<file path="src/rtl/load_buffer_if.sv">
// Bundles the load buffer's dispatch, CDB, ROB-check and memory signals.
// The load buffer takes the master modport; the surrounding pipeline model takes the slave modport.
`ifndef XLEN
`define XLEN 32
`endif
`ifndef ROB_TAG_LEN
`define ROB_TAG_LEN 5
`endif

interface load_buffer_if;
   typedef struct packed {
      logic                    valid;
      logic [`ROB_TAG_LEN-1:0] tag;
      logic [`XLEN-1:0]        value;
   } cdb_data_t;

   logic                    alloc_enable;
   logic [`ROB_TAG_LEN-1:0] alloc_rob_tag;
   logic [`XLEN-1:0]        alloc_base;
   logic                    alloc_base_valid;
   logic [`ROB_TAG_LEN-1:0] alloc_base_tag;
   logic [`XLEN-1:0]        alloc_offset;
   logic                    full;
   cdb_data_t               cdb_data;
   logic [`XLEN-1:0]        load_address;
   logic [`ROB_TAG_LEN-1:0] load_rob_tag;
   logic                    pending_stores;
   logic                    mem_req;
   logic [`XLEN-1:0]        mem_addr;
   logic                    mem_rdata_valid;
   logic [`XLEN-1:0]        mem_rdata;
   logic                    cdb_req;
   logic                    cdb_grant;
   cdb_data_t               cdb_out;

   modport master (
      input  alloc_enable, alloc_rob_tag, alloc_base, alloc_base_valid, alloc_base_tag,
             alloc_offset, cdb_data, pending_stores, mem_rdata_valid, mem_rdata, cdb_grant,
      output full, load_address, load_rob_tag, mem_req, mem_addr, cdb_req, cdb_out
   );

   modport slave (
      output alloc_enable, alloc_rob_tag, alloc_base, alloc_base_valid, alloc_base_tag,
             alloc_offset, cdb_data, pending_stores, mem_rdata_valid, mem_rdata, cdb_grant,
      input  full, load_address, load_rob_tag, mem_req, mem_addr, cdb_req, cdb_out
   );
endinterface

</file>
<file path="src/rtl/load_buffer.sv">
// Load buffer: holds in-flight loads, forms addresses, clears them against older stores,
// issues one memory read at a time and broadcasts results on the CDB.
`ifndef XLEN
`define XLEN 32
`endif
`ifndef ROB_TAG_LEN
`define ROB_TAG_LEN 5
`endif

module load_buffer #(
   parameter int LB_SIZE = 4
) (
   input  logic          clock,
   input  logic          reset,
   load_buffer_if.master lb
);
   localparam int IDX_W = $clog2(LB_SIZE);
   typedef logic [IDX_W-1:0] idx_t;
   typedef enum logic [2:0] {FREE, WAIT_BASE, ADDR_RDY, WAIT_DATA, DONE} state_e;

   state_e                  state_q    [LB_SIZE];
   logic [`ROB_TAG_LEN-1:0] rob_tag_q  [LB_SIZE];
   logic [`ROB_TAG_LEN-1:0] base_tag_q [LB_SIZE];
   logic [`XLEN-1:0]        offset_q   [LB_SIZE];
   logic [`XLEN-1:0]        addr_q     [LB_SIZE];
   logic [`XLEN-1:0]        data_q     [LB_SIZE];
   logic                    mem_busy_q;
   idx_t                    query_ptr_q;

   logic               full, alloc_fire, alloc_hit, sel_found, issue, done_found, mem_return;
   idx_t               alloc_idx, sel_idx, done_idx, probe;
   logic [LB_SIZE-1:0] wake;
   logic [`XLEN-1:0]   alloc_base_eff;

   always_comb begin
      // NOTE: every signal gets a default before any branch so none can infer a latch.
      full       = 1'b1;
      alloc_idx  = '0;
      done_found = 1'b0;
      done_idx   = '0;
      sel_found  = 1'b0;
      sel_idx    = '0;
      probe      = '0;
      wake       = '0;
      // Descending scan leaves the lowest matching index in place.
      for (int i = LB_SIZE - 1; i >= 0; i--) begin
         if (state_q[i] == FREE) begin
            full      = 1'b0;
            alloc_idx = idx_t'(i);
         end
         if (state_q[i] == DONE) begin
            done_found = 1'b1;
            done_idx   = idx_t'(i);
         end
         wake[i] = (state_q[i] == WAIT_BASE) && lb.cdb_data.valid &&
                   (lb.cdb_data.tag == base_tag_q[i]);
      end
      for (int k = 0; k < LB_SIZE; k++) begin
         probe = query_ptr_q + idx_t'(k);
         if (!sel_found && state_q[probe] == ADDR_RDY) begin
            sel_found = 1'b1;
            sel_idx   = probe;
         end
      end
   end

   assign alloc_fire     = lb.alloc_enable & ~full;
   assign alloc_hit      = lb.cdb_data.valid && (lb.cdb_data.tag == lb.alloc_base_tag);
   assign alloc_base_eff = lb.alloc_base_valid ? lb.alloc_base : lb.cdb_data.value;
   assign mem_return     = lb.mem_rdata_valid & mem_busy_q;
   // A returning read frees the port in the same cycle, so a new read may go out alongside it.
   assign issue          = sel_found & ~lb.pending_stores & ~(mem_busy_q & ~lb.mem_rdata_valid);

   assign lb.full         = full;
   assign lb.load_address = sel_found ? addr_q[sel_idx] : '0;
   assign lb.load_rob_tag = sel_found ? rob_tag_q[sel_idx] : '0;
   assign lb.mem_req      = issue;
   assign lb.mem_addr     = issue ? addr_q[sel_idx] : '0;
   assign lb.cdb_req      = done_found;
   assign lb.cdb_out      = {done_found & lb.cdb_grant,
                             done_found ? rob_tag_q[done_idx] : {`ROB_TAG_LEN{1'b0}},
                             done_found ? data_q[done_idx] : {`XLEN{1'b0}}};

   // NOTE: sequential state uses non-blocking assignments so every entry sees the same pre-edge values.
   always_ff @(posedge clock) begin
      if (reset) begin
         for (int i = 0; i < LB_SIZE; i++) state_q[i] <= FREE;
         mem_busy_q  <= 1'b0;
         query_ptr_q <= '0;
      end else begin
         for (int i = 0; i < LB_SIZE; i++) begin
            case (state_q[i])
               FREE:      if (alloc_fire && alloc_idx == idx_t'(i))
                             state_q[i] <= (lb.alloc_base_valid || alloc_hit) ? ADDR_RDY : WAIT_BASE;
               WAIT_BASE: if (wake[i]) state_q[i] <= ADDR_RDY;
               ADDR_RDY:  if (issue && sel_idx == idx_t'(i)) state_q[i] <= WAIT_DATA;
               WAIT_DATA: if (mem_return) state_q[i] <= DONE;
               DONE:      if (lb.cdb_grant && done_idx == idx_t'(i)) state_q[i] <= FREE;
               default:   state_q[i] <= FREE;
            endcase
         end
         if (issue)           mem_busy_q <= 1'b1;
         else if (mem_return) mem_busy_q <= 1'b0;
         // A blocked load hands priority to the next slot so it cannot starve the others.
         if (sel_found && !issue) query_ptr_q <= sel_idx + idx_t'(1);
      end
   end

   // NOTE: payload is left unreset; it is only read while its entry is out of FREE.
   always_ff @(posedge clock) begin
      for (int i = 0; i < LB_SIZE; i++) begin
         if (alloc_fire && alloc_idx == idx_t'(i)) begin
            rob_tag_q[i]  <= lb.alloc_rob_tag;
            base_tag_q[i] <= lb.alloc_base_tag;
            offset_q[i]   <= lb.alloc_offset;
            addr_q[i]     <= alloc_base_eff + lb.alloc_offset;
         end else if (wake[i]) begin
            addr_q[i] <= lb.cdb_data.value + offset_q[i];
         end
         if (mem_return && state_q[i] == WAIT_DATA) data_q[i] <= lb.mem_rdata;
      end
   end
endmodule

</file>
<file path="src/flat_wrapper.sv">
// flat-port wrapper written by rule: the top's interface ports become plain ports
module load_buffer_flat 
#(
   parameter int LB_SIZE = 4
)
  (clock, reset, lb_alloc_enable, lb_alloc_rob_tag, lb_alloc_base, lb_alloc_base_valid, lb_alloc_base_tag, lb_alloc_offset, lb_cdb_data, lb_pending_stores, lb_mem_rdata_valid, lb_mem_rdata, lb_cdb_grant, lb_full, lb_load_address, lb_load_rob_tag, lb_mem_req, lb_mem_addr, lb_cdb_req, lb_cdb_out);
  load_buffer_if lb_i ();
  input  logic clock;
  input  logic reset;
  input wire logic [$bits(lb_i.alloc_enable)-1:0] lb_alloc_enable;
  input wire logic [$bits(lb_i.alloc_rob_tag)-1:0] lb_alloc_rob_tag;
  input wire logic [$bits(lb_i.alloc_base)-1:0] lb_alloc_base;
  input wire logic [$bits(lb_i.alloc_base_valid)-1:0] lb_alloc_base_valid;
  input wire logic [$bits(lb_i.alloc_base_tag)-1:0] lb_alloc_base_tag;
  input wire logic [$bits(lb_i.alloc_offset)-1:0] lb_alloc_offset;
  input wire logic [$bits(lb_i.cdb_data)-1:0] lb_cdb_data;
  input wire logic [$bits(lb_i.pending_stores)-1:0] lb_pending_stores;
  input wire logic [$bits(lb_i.mem_rdata_valid)-1:0] lb_mem_rdata_valid;
  input wire logic [$bits(lb_i.mem_rdata)-1:0] lb_mem_rdata;
  input wire logic [$bits(lb_i.cdb_grant)-1:0] lb_cdb_grant;
  output wire logic [$bits(lb_i.full)-1:0] lb_full;
  output wire logic [$bits(lb_i.load_address)-1:0] lb_load_address;
  output wire logic [$bits(lb_i.load_rob_tag)-1:0] lb_load_rob_tag;
  output wire logic [$bits(lb_i.mem_req)-1:0] lb_mem_req;
  output wire logic [$bits(lb_i.mem_addr)-1:0] lb_mem_addr;
  output wire logic [$bits(lb_i.cdb_req)-1:0] lb_cdb_req;
  output wire logic [$bits(lb_i.cdb_out)-1:0] lb_cdb_out;
  assign lb_i.alloc_enable = lb_alloc_enable;
  assign lb_i.alloc_rob_tag = lb_alloc_rob_tag;
  assign lb_i.alloc_base = lb_alloc_base;
  assign lb_i.alloc_base_valid = lb_alloc_base_valid;
  assign lb_i.alloc_base_tag = lb_alloc_base_tag;
  assign lb_i.alloc_offset = lb_alloc_offset;
  assign lb_i.cdb_data = lb_cdb_data;
  assign lb_i.pending_stores = lb_pending_stores;
  assign lb_i.mem_rdata_valid = lb_mem_rdata_valid;
  assign lb_i.mem_rdata = lb_mem_rdata;
  assign lb_i.cdb_grant = lb_cdb_grant;
  assign lb_full = lb_i.full;
  assign lb_load_address = lb_i.load_address;
  assign lb_load_rob_tag = lb_i.load_rob_tag;
  assign lb_mem_req = lb_i.mem_req;
  assign lb_mem_addr = lb_i.mem_addr;
  assign lb_cdb_req = lb_i.cdb_req;
  assign lb_cdb_out = lb_i.cdb_out;
  load_buffer #(.LB_SIZE(LB_SIZE)) u_core (.clock(clock), .reset(reset), .lb(lb_i));
endmodule
</file>
<file path="config.mk">
export PLATFORM = sky130hd
export DESIGN_NAME = load_buffer_flat
export DESIGN_NICKNAME = d
export VERILOG_FILES = /design/src/rtl/load_buffer_if.sv /design/src/rtl/load_buffer.sv /design/src/flat_wrapper.sv
export SDC_FILE = /design/constraint.sdc
export NUM_CORES = 1
export LEC_CHECK = 0
export ABC_AREA = 0
export CAP_MARGIN = 15
export CORE_ASPECT_RATIO = 0.8
export CORE_MARGIN = 3
export CORE_UTILIZATION = 45
export CTS_CLUSTER_DIAMETER = 200
export DETAILED_ROUTE_END_ITERATION = 8
export DONT_BUFFER_PORTS = 1
export SYNTH_ARGS = -nofsm -noshare
export SYNTH_HDL_FRONTEND = slang
export SYNTH_SLANG_ARGS = --single-unit
</file>
<file path="constraint.sdc">
create_clock -name clock -period 8.6 [get_ports clock]
set_clock_uncertainty 0.05 [all_clocks]
set_input_delay 0.86 -clock clock [delete_from_list [all_inputs] [get_ports clock]]
set_output_delay 0.86 -clock clock [all_outputs]
set_load 0.01 [all_outputs]
</file>
# After elaboration in Yosys (flattened, before gate mapping)

Memory sizes are Yosys's and may differ from the RTL's. A register that Yosys moved wholly into a read port is not among the register bits.
Cells that the tools add are included.

Add/subtract/negate cells: 9
Equality and inequality tests: 34
Muxes and demuxes: 201
Bitwise operators: 38
Reductions and logical operators: 55

Operator list:

| kind                                           | count |
|---|---|
| two-way mux 32 bit                             | 11 |
| adder 32 bit                                   | 5 |
| two-way mux 1 bit                              | 134 |
| OR reduction 32 bit                            | 3 |
| two-way mux 3 bit                              | 24 |
| OR reduction 5 bit                             | 10 |
| two-way mux 2 bit                              | 24 |
| two-way mux 5 bit                              | 8 |
| == test 3 x 2 -> 1 bit (second input constant) | 12 |
| logical AND 1 bit                              | 29 |
| bitwise OR 1 bit                               | 28 |
| == test 5 bit                                  | 5 |
| == test 2 bit (second input constant)          | 6 |
| == test 3 x 1 -> 1 bit (second input constant) | 4 |
| == test 3 bit (second input constant)          | 4 |
| logical NOT 3 bit                              | 4 |
| AND 1 bit                                      | 6 |
| == test 2 x 1 -> 1 bit (second input constant) | 3 |
| logical NOT 2 bit                              | 3 |
| adder 2 x 1 -> 2 bit (second input constant)   | 2 |
| adder 2 bit (second input constant)            | 2 |
| logical NOT 1 bit                              | 4 |
| inverter 1 bit                                 | 4 |
| nonzero test 2 bit                             | 1 |
| logical OR 1 bit                               | 1 |

Register bits: 3
Bits in writable memories: 436
Input port bits: 151
Output and inout bits: 110
Logic and storage cells: 345
Memories: 6

Memories:

| memory            | depth | width | rd ports | clocked after Yosys merged registers in | write ports | line              | text |
|---|---|---|---|---|---|---|---|
| u_core.addr_q     | 4     | 32    | 1        | 0                                       | 4           | load_buffer.sv:25 | `` logic [`XLEN-1:0] addr_q [LB_SIZE]; `` |
| u_core.data_q     | 4     | 32    | 1        | 0                                       | 4           | load_buffer.sv:26 | `` logic [`XLEN-1:0] data_q [LB_SIZE]; `` |
| u_core.offset_q   | 4     | 32    | 4        | 0                                       | 1           | load_buffer.sv:24 | `` logic [`XLEN-1:0] offset_q [LB_SIZE]; `` |
| u_core.base_tag_q | 4     | 5     | 4        | 0                                       | 1           | load_buffer.sv:23 | `` logic [`ROB_TAG_LEN-1:0] base_tag_q [LB_SIZE]; `` |
| u_core.rob_tag_q  | 4     | 5     | 2        | 0                                       | 1           | load_buffer.sv:22 | `` logic [`ROB_TAG_LEN-1:0] rob_tag_q [LB_SIZE]; `` |
| u_core.state_q    | 4     | 3     | 8        | 1                                       | 4           | load_buffer.sv:21 | `state_e state_q [LB_SIZE];` |

# Depth between registers and ports, before layout

Depth in word-level cells: 22
Depth in mapped cells: 15
Mapped depth without buffers: 13

# Worst setup path before layout

No wires, ideal clock.

Path kind: input-to-reg
Start point: in lb_alloc_enable
End point: mem u_core.state_q[2][0] (netlist name) (enable)
Setup time: 310 ps
Arrival time: 5,525 ps
Required time: 8,240 ps
Slack: 2,715 ps
Stages on the path: 4
Buffers on the path: 0
Cell sequence: nand2b_1 nor3b_1 nand2b_1 nand4b_1

RTL lines:

| item               | line               | text |
|---|---|---|
| start: declaration | flat_wrapper.sv:10 | `input wire logic [$bits(lb_i.alloc_enable)-1:0] lb_alloc_enable;` |
| end: declaration   | load_buffer.sv:21  |  |

==> impl_metrics.py <==
metrics = {
    "outcome": {
        "status": "completed",
    },
    "clock_tree": {
        "cts.path.max_buffers": 3,
        "insertion_delay_ns": 0.60,
        "cts_setup_buffers": 0,
        "cts_tree": "done",
        "root_buffer": "clkbuf_16",
        "clk_pin_slew_ns": 0.06,
        "ctsHoldBuffers": 0,
        "cts_buffers": 49,
        "htree_levels": 2,
        "cts_num_sinks": 441,
        "cts_resized": 0,
    },
    "placed_design": {
        "post-dp-hpwl_um": 61600,
        "place_inst": 3073,
        "port_buffers": 0,
        "place_congestion": 0.9566,
    },
    "synth": {
        "synthFlopType": "edfxtp_1",
        "ys_ff_latch": 441,
        "ys_warn_count": 0,
        "syn_area_mm2": 0.02652,
        "synth_edf_count": 436,
        "syn_area_per_cell_um2": 11.11,
        "synth_fp_nets": 2702,
        "netlist_instances": 2387,
        "post_synth_num_cell_types": 88,
        "async_reset_ff_frac": 0,
        "ys_seq_area_frac": 0.4975,
    },
    "floorplan": {
        "die_x_um": 277.4,
        "ios": 261,
        "die_area_mm2": 0.06190,
        "start_util": 0.4613,
        "die_h_um": 223.1,
        "num_rows": 78,
        "coreArea_mm2": 0.05748,
    },
    "finish": {
        "final_cell_count_no_fill": 3165,
        "final_net_count": 2679,
        "finish.utilization": 0.5044,
        "drive_gt1_frac": 0.08985,
        "syn_to_final_growth_pct": 9.328,
    },
    "power_and_ir_drop": {
        "pwr_density_cell_mw_per_mm2": 274.6,
        "power_mw": 7.962,
        "max-vdd-ir-drop_v": 0.0002046,
        "p_leak_nw": 10.73,
    },
    "setup_path": {
        "cp.depth": 10,
        "required_ns": 7.69,
        "crit_type": "flop to primary output",
        "critPathMaxStageDelay_ns": 0.62,
        "critPathMaxFanout": 44,
        "cp_top_family": "buffers and inverters",
        "critical_path.cell_chain": "nor3b_1 -> mux4_1 -> and3b_1 -> or2_4 -> xor2_2 -> nor2_4 -> buf_4 -> buf_4 -> mux2i_1 -> a21oi_1",
        "crit_end": "lb_mem_addr[25]",
        "cpMostUsedCell": "buf_4",
        "r2r-end": "u_core.state_q[0][0]",
        "crit_path_end_kind": "primary output",
        "cp-start-kind": "flop",
        "critPathLaunch": "u_core.state_q[2][2]",
        "crit_arrival_ns": 4.75,
        "r2r_cells": 12,
        "timing.rr.start": "u_core.state_q[2][2]",
        "crit_buf_inv": 2,
        "slowest_stage": "buf_4",
        "reg2reg_slack_ns": 3.82,
    },
    "routing": {
        "drt_iter0_markers": 2257,
        "drt-total-wl_um": 84380,
        "first_pass_iters": 6,
        "vias": 19670,
        "detail_route.vias_per_cell": 6.215,
        "detail-route-antenna-nets": 0,
        "wl_per_cell_um": 26.66,
        "drc_errors": 0,
    },
    "grt": {
        "grt_max_degree": 67,
        "antenna_found_initial": 1,
        "grt_pass1_wl_um": 122600,
        "grt_usage": 0.2633,
        "first_global_vias": 18540,
        "gr-total-overflow": 0,
    },
    "run": {
        "drv_cap": 0,
    },
    "timing": {
        "fmax_mhz": 176.8,
        "drv_slew": 0,
        "rsz0062_at_grt": "no",
        "finalSetupViolations": 0,
        "fin_crit_ns": 5.658,
        "finalHoldViolCount": 0,
        "worst_pin_slew_ns": 1.194,
        "tns_ns": 0,
        "post-route-period-util": 0.6579,
        "slew-limit-headroom": 0.2043,
    },
    "hold_path": {
        "hold_depth": 1,
        "hp-class": "primary input to flop",
    },
}
==> cells in the mapped netlist, types with 63 or more instances <==
cell type	n	area [µm²]
xor2_1	83	727.0
ha_1	159	1989
a21oi_1	176	880.8
mux2i_1	103	1031
mux2_2	68	765.7
edfxtp_1	436	13090
nor2_1	85	319.1
o21ai_0	196	980.9
nand3_1	65	325.3
nand2_1	224	840.8
xnor2_1	78	683.2
a21o_1	67	503.0
o21ai_1	63	315.3
==> how the worst min path moves through the flow <==
stage | endpoint | start | slack (ns)
after floorplan | u_core.mem_busy_q | u_core.mem_busy_q | 0.48
after global placement | u_core.mem_busy_q | u_core.mem_busy_q | 0.51
after detailed placement | u_core.mem_busy_q | u_core.mem_busy_q | 0.52
after CTS | u_core.mem_busy_q | reset | 0.26
after global routing | u_core.offset_q[3][6] | lb_alloc_offset[6] | 0.27
final | u_core.mem_busy_q | reset | 0.30
==> registers in the layout (all words and copies together) (netlist names), named ones only <==
name / cells
u_core.state_q: 12
u_core.addr_q: 128
u_core.data_q: 128
u_core.base_tag_q: 20
u_core.rob_tag_q: 20
u_core.offset_q: 128
u_core.mem_busy_q: 1
u_core.query_ptr_q: 2
==> routing by layer <==
metal,wire (µm),share of wire,track usage,vias up
met5,0,0,0,-
met4,1877,0.022,0.06538,0
met3,6995,0.083,0.04645,111
met2,36470,0.43,0.3948,808
met1,39040,0.46,0.3949,9681
li1,-,-,-,9069
==> logic make-up after synthesis <==
kind of cell | count (synthesis) | share of synthesized area
AOI/OAI and AO/OA | 733 | 0.1690
buffers and inverters | 151 | 0.02637
and+or+nand+nor | 555 | 0.1008
adders and majority gates | 164 | 0.07879
muxes | 181 | 0.07384
DFF | 441 | 0.4975
xor gates and xnor gates | 162 | 0.05379
==> cell usage in the layout (no fill, tap or decap), types with 12 or more instances in the layout <==
master,instances
nor3_1,26
or3_1,13
nand2b_1,23
edfxtp_1,436
o21ai_0,195
nand4_1,20
a211oi_1,22
nand2_1,222
o211ai_1,19
xor2_1,83
o21bai_1,19
and3_1,18
a31oi_1,21
o21a_1,18
inv_1,49
nor2b_1,21
a22oi_1,33
clkbuf_16,51
mux2i_1,103
o21ai_1,63
nand3_1,64
ha_1,159
buf_4,26
a21o_1,67
o22ai_1,12
nor2_1,82
o31ai_1,14
xnor2_1,78
mux2_2,68
a21oi_1,174
==> stage by stage <==
stage	area, µm²	worst slack [ns]	hold WS, ns
4_1_cts	28990	2.910	0.2627
5_1_grt	28990	2.719	0.2748
6_report	28990	2.942	0.2979
3_3_place_gp	27260	3.539	0.5131
3_5_place_dp	27260	3.561	0.5162
2_1_floorplan	26520	2.715	0.4836
==> power by group <==
group	internal (mW)	leakage (nW)	switching, mW	total [mW]
clock network	1.38	0.841	0.898	2.28
logic	0.962	5.86	2.03	2.99
registers	2.61	4.03	0.0775	2.69
==> cell type report <==
cell class              count  area [µm²]
flip-flops and latches    441       13190
clock buffers              57        1299
fillers                  5060       28490
multi-input cells        1795       12730
diodes                      1       2.502
well taps                 760       950.9
inverters                  51       191.4
clock inverters            34       432.9
repair buffers             26       195.2
No activity file was read; power rests on OpenSTA's default activity.
==> RTL change 1: new RTL, config.mk and constraints unchanged <==
The macro `XLEN` goes from 32 to 16.
--- a/src/rtl/load_buffer_if.sv
+++ b/src/rtl/load_buffer_if.sv
@@ -1,7 +1,7 @@
 // Bundles the load buffer's dispatch, CDB, ROB-check and memory signals.
 // The load buffer takes the master modport; the surrounding pipeline model takes the slave modport.
 `ifndef XLEN
-`define XLEN 32
+`define XLEN 16
 `endif
 `ifndef ROB_TAG_LEN
 `define ROB_TAG_LEN 5
Ports: changed (7 resized); port bits go from 261 to 149. No check against the original RTL was run, so the function may have changed too.
==> RTL change 1 against the original RTL <==
Maximum frequency rose by 14%; sequential cell count is 192 lower; routed wire length shrank 53%; via count is 50% lower; count of clock-buffer cells in the layout fell by 19; design area shrank 46%; setup slack improved by 0.69 ns; die area decreased by 45%; register-to-register slack gained 0.71 ns; total power decreased by 48%; synthesized area down 46%; cell count shrank 48%; largest cell class unchanged.
==> RTL change 1: results (changes against the original RTL) <==
largest net degree at the start of global routing - 47 (-30%)
Tmin final - 4.966 ns (-0.6914 ns)
internal power - 0.002752 W (-44%)
H-Tree Depth - 1 (-1)
highest routed metal layer - met5
post-CTS setup buffers - 0 (unchanged)
top_reg_cell synth - edfxtp_1
CP peak stage delay - 0.74 ns (+0.12 ns)
met3 WL - 2.953 mm (-58%)
EDFF count, synth - 244 (-44%)
drt total wl - 39.65 mm (-53%)
syn_nets - 1379 (-49%)
Total GRT Usage - 0.2291 (-0.03422)
async set or reset register ratio after synthesis - 0 (unchanged)
dpl ws - 4.223 ns (+0.6619 ns)
Max clock buf depth - 3 (unchanged)
vias in the first global route - 9408 (-49%)
worst hold path class - primary input to flop
outcome - finished, final reports clean
synth unique cells - 79 (-10%)
post-DP HPWL - 28.82 mm (-53%)
initial drt markers - 748 (-67%)
maximum vdd ir drop - 173.8 uV (-15%)
met2 routed WL - 16.54 mm (-55%)
first-pass GRT wire length - 58.76 mm (-52%)
GPL Wtd Cong - 0.9108 (-4.8%)
Synth area leaders - edfxtp_1 51%, ha_1 6.9%, mux2i_1 4.3%
TritonRoute pass-1 iters - 5 (-1)
Max-slew headroom - 0.2624 (+0.05813)
layout cell share with drive strength beyond 1 - 0.1129 (+0.02307)
Worst-Skew Late Latency - 0.54 ns (-0.06 ns)
number of buffers created by CTS - 27 (-45%)
Placed Area - 0.01473 mm^2 (-46%)
vias per inst - 5.956 (-4.2%)
register area share after synthesis - 0.5198 (+0.02236)
biggest regs - u_core.addr_q (64), u_core.data_q (64), u_core.offset_q (64)
WL met1 - 19.46 mm (-50%)
leak pwr - 5.654 nW (-47%)
Commonest cells post-synth - 244 x edfxtp_1, 95 x nand2_1, 79 x ha_1
CP max FO - 29 (-34%)
Slowest-stage cell, CP - a32oi_4
crit path DAT - 4.06 ns (-0.69 ns)
RTL change 1: cell families after synthesis:
kind of cell / Yosys count / share of synthesized area
AND/OR/NAND/NOR: 326 / 0.1124
AO/OA/AOI/OAI: 273 / 0.1244
flip-flops: 249 / 0.5198
multiplexers: 119 / 0.09081
XOR/XNOR: 84 / 0.05149
adder cells (fa/ha/maj): 84 / 0.07619
buffers and inverters: 73 / 0.02487
RTL change 1: stage by stage:
| step | std cells | power, W | utilization | hold WS (ns) |
|---|---|---|---|---|
| finish | 1645 | 0.004133 | 0.5106 | 0.3643 |
| global route | 1644 | 0.004321 | 0.5106 | 0.3422 |
| CTS | 1644 | 0.004150 | 0.5106 | 0.3424 |
| detailed placement | 1595 | 0.002846 | 0.4782 | 0.5864 |
| global placement | 1595 | 0.002829 | 0.4782 | 0.5723 |
| floorplan | 1208 | 0.002562 | - | 0.5457 |
RTL change 1: power groups by stage:
stage	Combinational [W]	Sequential, W	Clock [W]
detailed placement	0.00129	0.00156	0
global route	0.00141	0.00154	0.00137
finish	0.00130	0.00153	0.00130
CTS	0.00129	0.00153	0.00132
global placement	0.00127	0.00156	0
floorplan	0.00104	0.00153	0
RTL change 1: metal layers:
| layer | up-vias | global-route usage |
|---|---|---|
| met5 | - | 0 |
| met4 | 2 | 0.04036 |
| met3 | 50 | 0.04879 |
| met2 | 337 | 0.3322 |
| met1 | 4826 | 0.3565 |
| li1 | 4582 | - |
RTL change 1: final timing paths:
check / startpoint / end / slack (ns) / depth (start not counted)
max: u_core.state_q[3][2]$_SDFFCE_PP0P_ / lb_mem_addr[14] / 3.63 / 7
min: lb_alloc_offset[13] / u_core.offset_q[3][13]$_DFFE_PP_ / 0.36 / 0
max reg2reg: u_core.state_q[2][2]$_SDFFCE_PP0P_ / u_core.state_q[1][2]$_SDFFCE_PP0P_ / 4.53 / 8
min reg2reg: u_core.offset_q[0][0]$_DFFE_PP_ / u_core.addr_q[0][0]$_DFFE_PP_ / 0.59 / 3
RTL change 1: final cells by class:
cell class / instances / area, um^2
fillers: 2681 / 15080
diodes: 1 / 2.502
clock inverters: 11 / 241.5
flip-flops and latches: 249 / 7427
inverters: 32 / 120.1
well taps: 413 / 516.7
repair buffers: 15 / 112.6
clock buffers: 38 / 757.0
multi-input cells: 886 / 6555
RTL change 1: critical path: cells and delay by family, from the launching register on:
family,cells,cell delay (ns)
AOI/OAI and AO/OA,3,1.39
buffers and inverters,1,0.54
DFF,1,0.49
muxes,1,0.13
and+or+nand+nor,2,0.94
==> RTL change 2: new RTL, same flow settings <==
Without the edit above. Reset style: asynchronous (`reset`), changed in one clocked block.
--- a/src/rtl/load_buffer.sv
+++ b/src/rtl/load_buffer.sv
@@ -82,7 +82,7 @@
                              done_found ? data_q[done_idx] : {`XLEN{1'b0}}};
 
    // NOTE: sequential state uses non-blocking assignments so every entry sees the same pre-edge values.
-   always_ff @(posedge clock) begin
+   always_ff @(posedge clock or posedge reset) begin
       if (reset) begin
          for (int i = 0; i < LB_SIZE; i++) state_q[i] <= FREE;
          mem_busy_q  <= 1'b0;
Check against the original RTL: differs if reset is asserted again (counterexample within 4 cycles, from zero or initial values and one cycle with reset high); with reset held inactive, the same outputs for 4 cycles.
==> RTL change 2 against the original RTL <==
Synthesized area is 1.2% lower; routed wire length is 1.9% lower; count of clock-buffer cells in the layout decreased by 9; sequential share of layout area is 0.060 points higher; combinational power increased by 29%; utilization hardly changed; global-route usage rose by 0.16 points; total power is 13% higher; sequential cell count is 2 lower; setup slack improved by 0.31 ns; design area shrank 0.78%.
==> RTL change 2: results (changes against the original RTL) <==
Sw Pwr - 0.003610 W (+20%)
first-pass GRT wire length - 121.1 mm (-1.2%)
register area share after synthesis - 0.5003 (+0.002811)
Clock-cell share - 0.05837 (-0.001359)
clkbuf count - 48 (-16%)
Worst-Skew Late Latency - 0.62 ns (+0.02 ns)
CP peak stage delay - 0.88 ns (+0.26 ns)
outcome - finished, final reports clean
mux cell area share after synthesis - 0.07918 (+0.005340)
post-synthesis xor/xnor area fraction - 0.05415 (+0.0003685)
post-synthesis compound-gate area fraction - 0.1559 (-0.01303)
initial antenna violation count - 6 (+5)
Reg-to-Reg Start - u_core.offset_q[1][1]$_DFFE_PP_
number of buffers created by CTS - 47 (-4.1%)
Commonest cells post-synth - 424 x edfxtp_1, 216 x nor2_1, 199 x nand2_1
FILL cells - 4995 (-1.3%)
clk sinks - 439 (-0.45%)
Post-Syn Instances - 2367 (-0.84%)
Seq power - 0.00298 W (+11%)
leak pwr - 10.63 nW (-0.94%)
GPL Wtd Cong - 0.9457 (-1.1%)
Multi-Input Combinational - 1779 (-0.89%)
Sequential Area - 0.01311 mm^2 (-0.65%)
largest net degree at the start of global routing - 58 (-13%)
vias per inst - 6.199 (-0.24%)
met2 Use GR - 0.4013 (+0.006507)
non-clock buffer share of cell area - 0.007220 (+0.0004876)
Multi-input gate area - 0.01261 mm^2 (-0.91%)
met3 WL - 6.977 mm (-0.26%)
layout cell share with drive strength beyond 1 - 0.1048 (+0.01497)
CP top delay family - simple AND/OR/NAND/NOR gates
EDFF count, synth - 424 (-2.8%)
antenna cells - 3 (+2)
Placed Area - 0.02706 mm^2 (-0.72%)
Synth-to-Final Area Change - 9.799%
actual slew at the worst max-slew pin - 1.129 ns (-0.06430 ns)
maximum vdd ir drop - 232.8 uV (+14%)
TritonRoute pass-1 iters - 7 (+1)
crit path DAT - 4.44 ns (-0.31 ns)
worst hold margin - 0.1731 ns (-0.1248 ns)
dpl ws - 3.942 ns (+0.3803 ns)
Total GRT Usage - 0.2649 (+0.001585)
worst hold path class - primary input to async pin
async set or reset register ratio after synthesis - 0.03417 (+0.03417)
Wirelength per Cell - 26.29 um (-1.4%)
worst r2r dst - u_core.addr_q[1][31]$_DFFE_PP_
P_clk - 0.00220 W (-4%)
synth unique cells - 83 (-5.7%)
## RTL change 2: cell count changes after synthesis, sizes merged, moves of 12 or more
cell / change
a211oi: +20
a222oi: +32
a22oi: -33
buf: -19
clkbuf: +14
dfrtp: +15
edfxtp: -12
mux2: +24
nand2: -25
nand3: -34
nor2: +130
o21ai: -89
## RTL change 2: worst max path at each step
stage	start	endpoint	slack, ns	depth (start not counted)
2_1_floorplan	lb_alloc_enable	u_core.addr_q[3][0]$_DFFE_PP_	3.35	3
3_3_place_gp	u_core.state_q[10]$_DFFE_PP0P_	lb_mem_addr[20]	4.00	10
3_5_place_dp	u_core.state_q[4]$_DFFE_PP0P_	lb_load_address[22]	3.94	7
4_1_cts	u_core.state_q[4]$_DFFE_PP0P_	lb_mem_addr[22]	3.25	7
5_1_grt	u_core.state_q[4]$_DFFE_PP0P_	lb_load_address[22]	2.96	7
6_report	u_core.state_q[4]$_DFFE_PP0P_	lb_mem_addr[26]	3.25	7
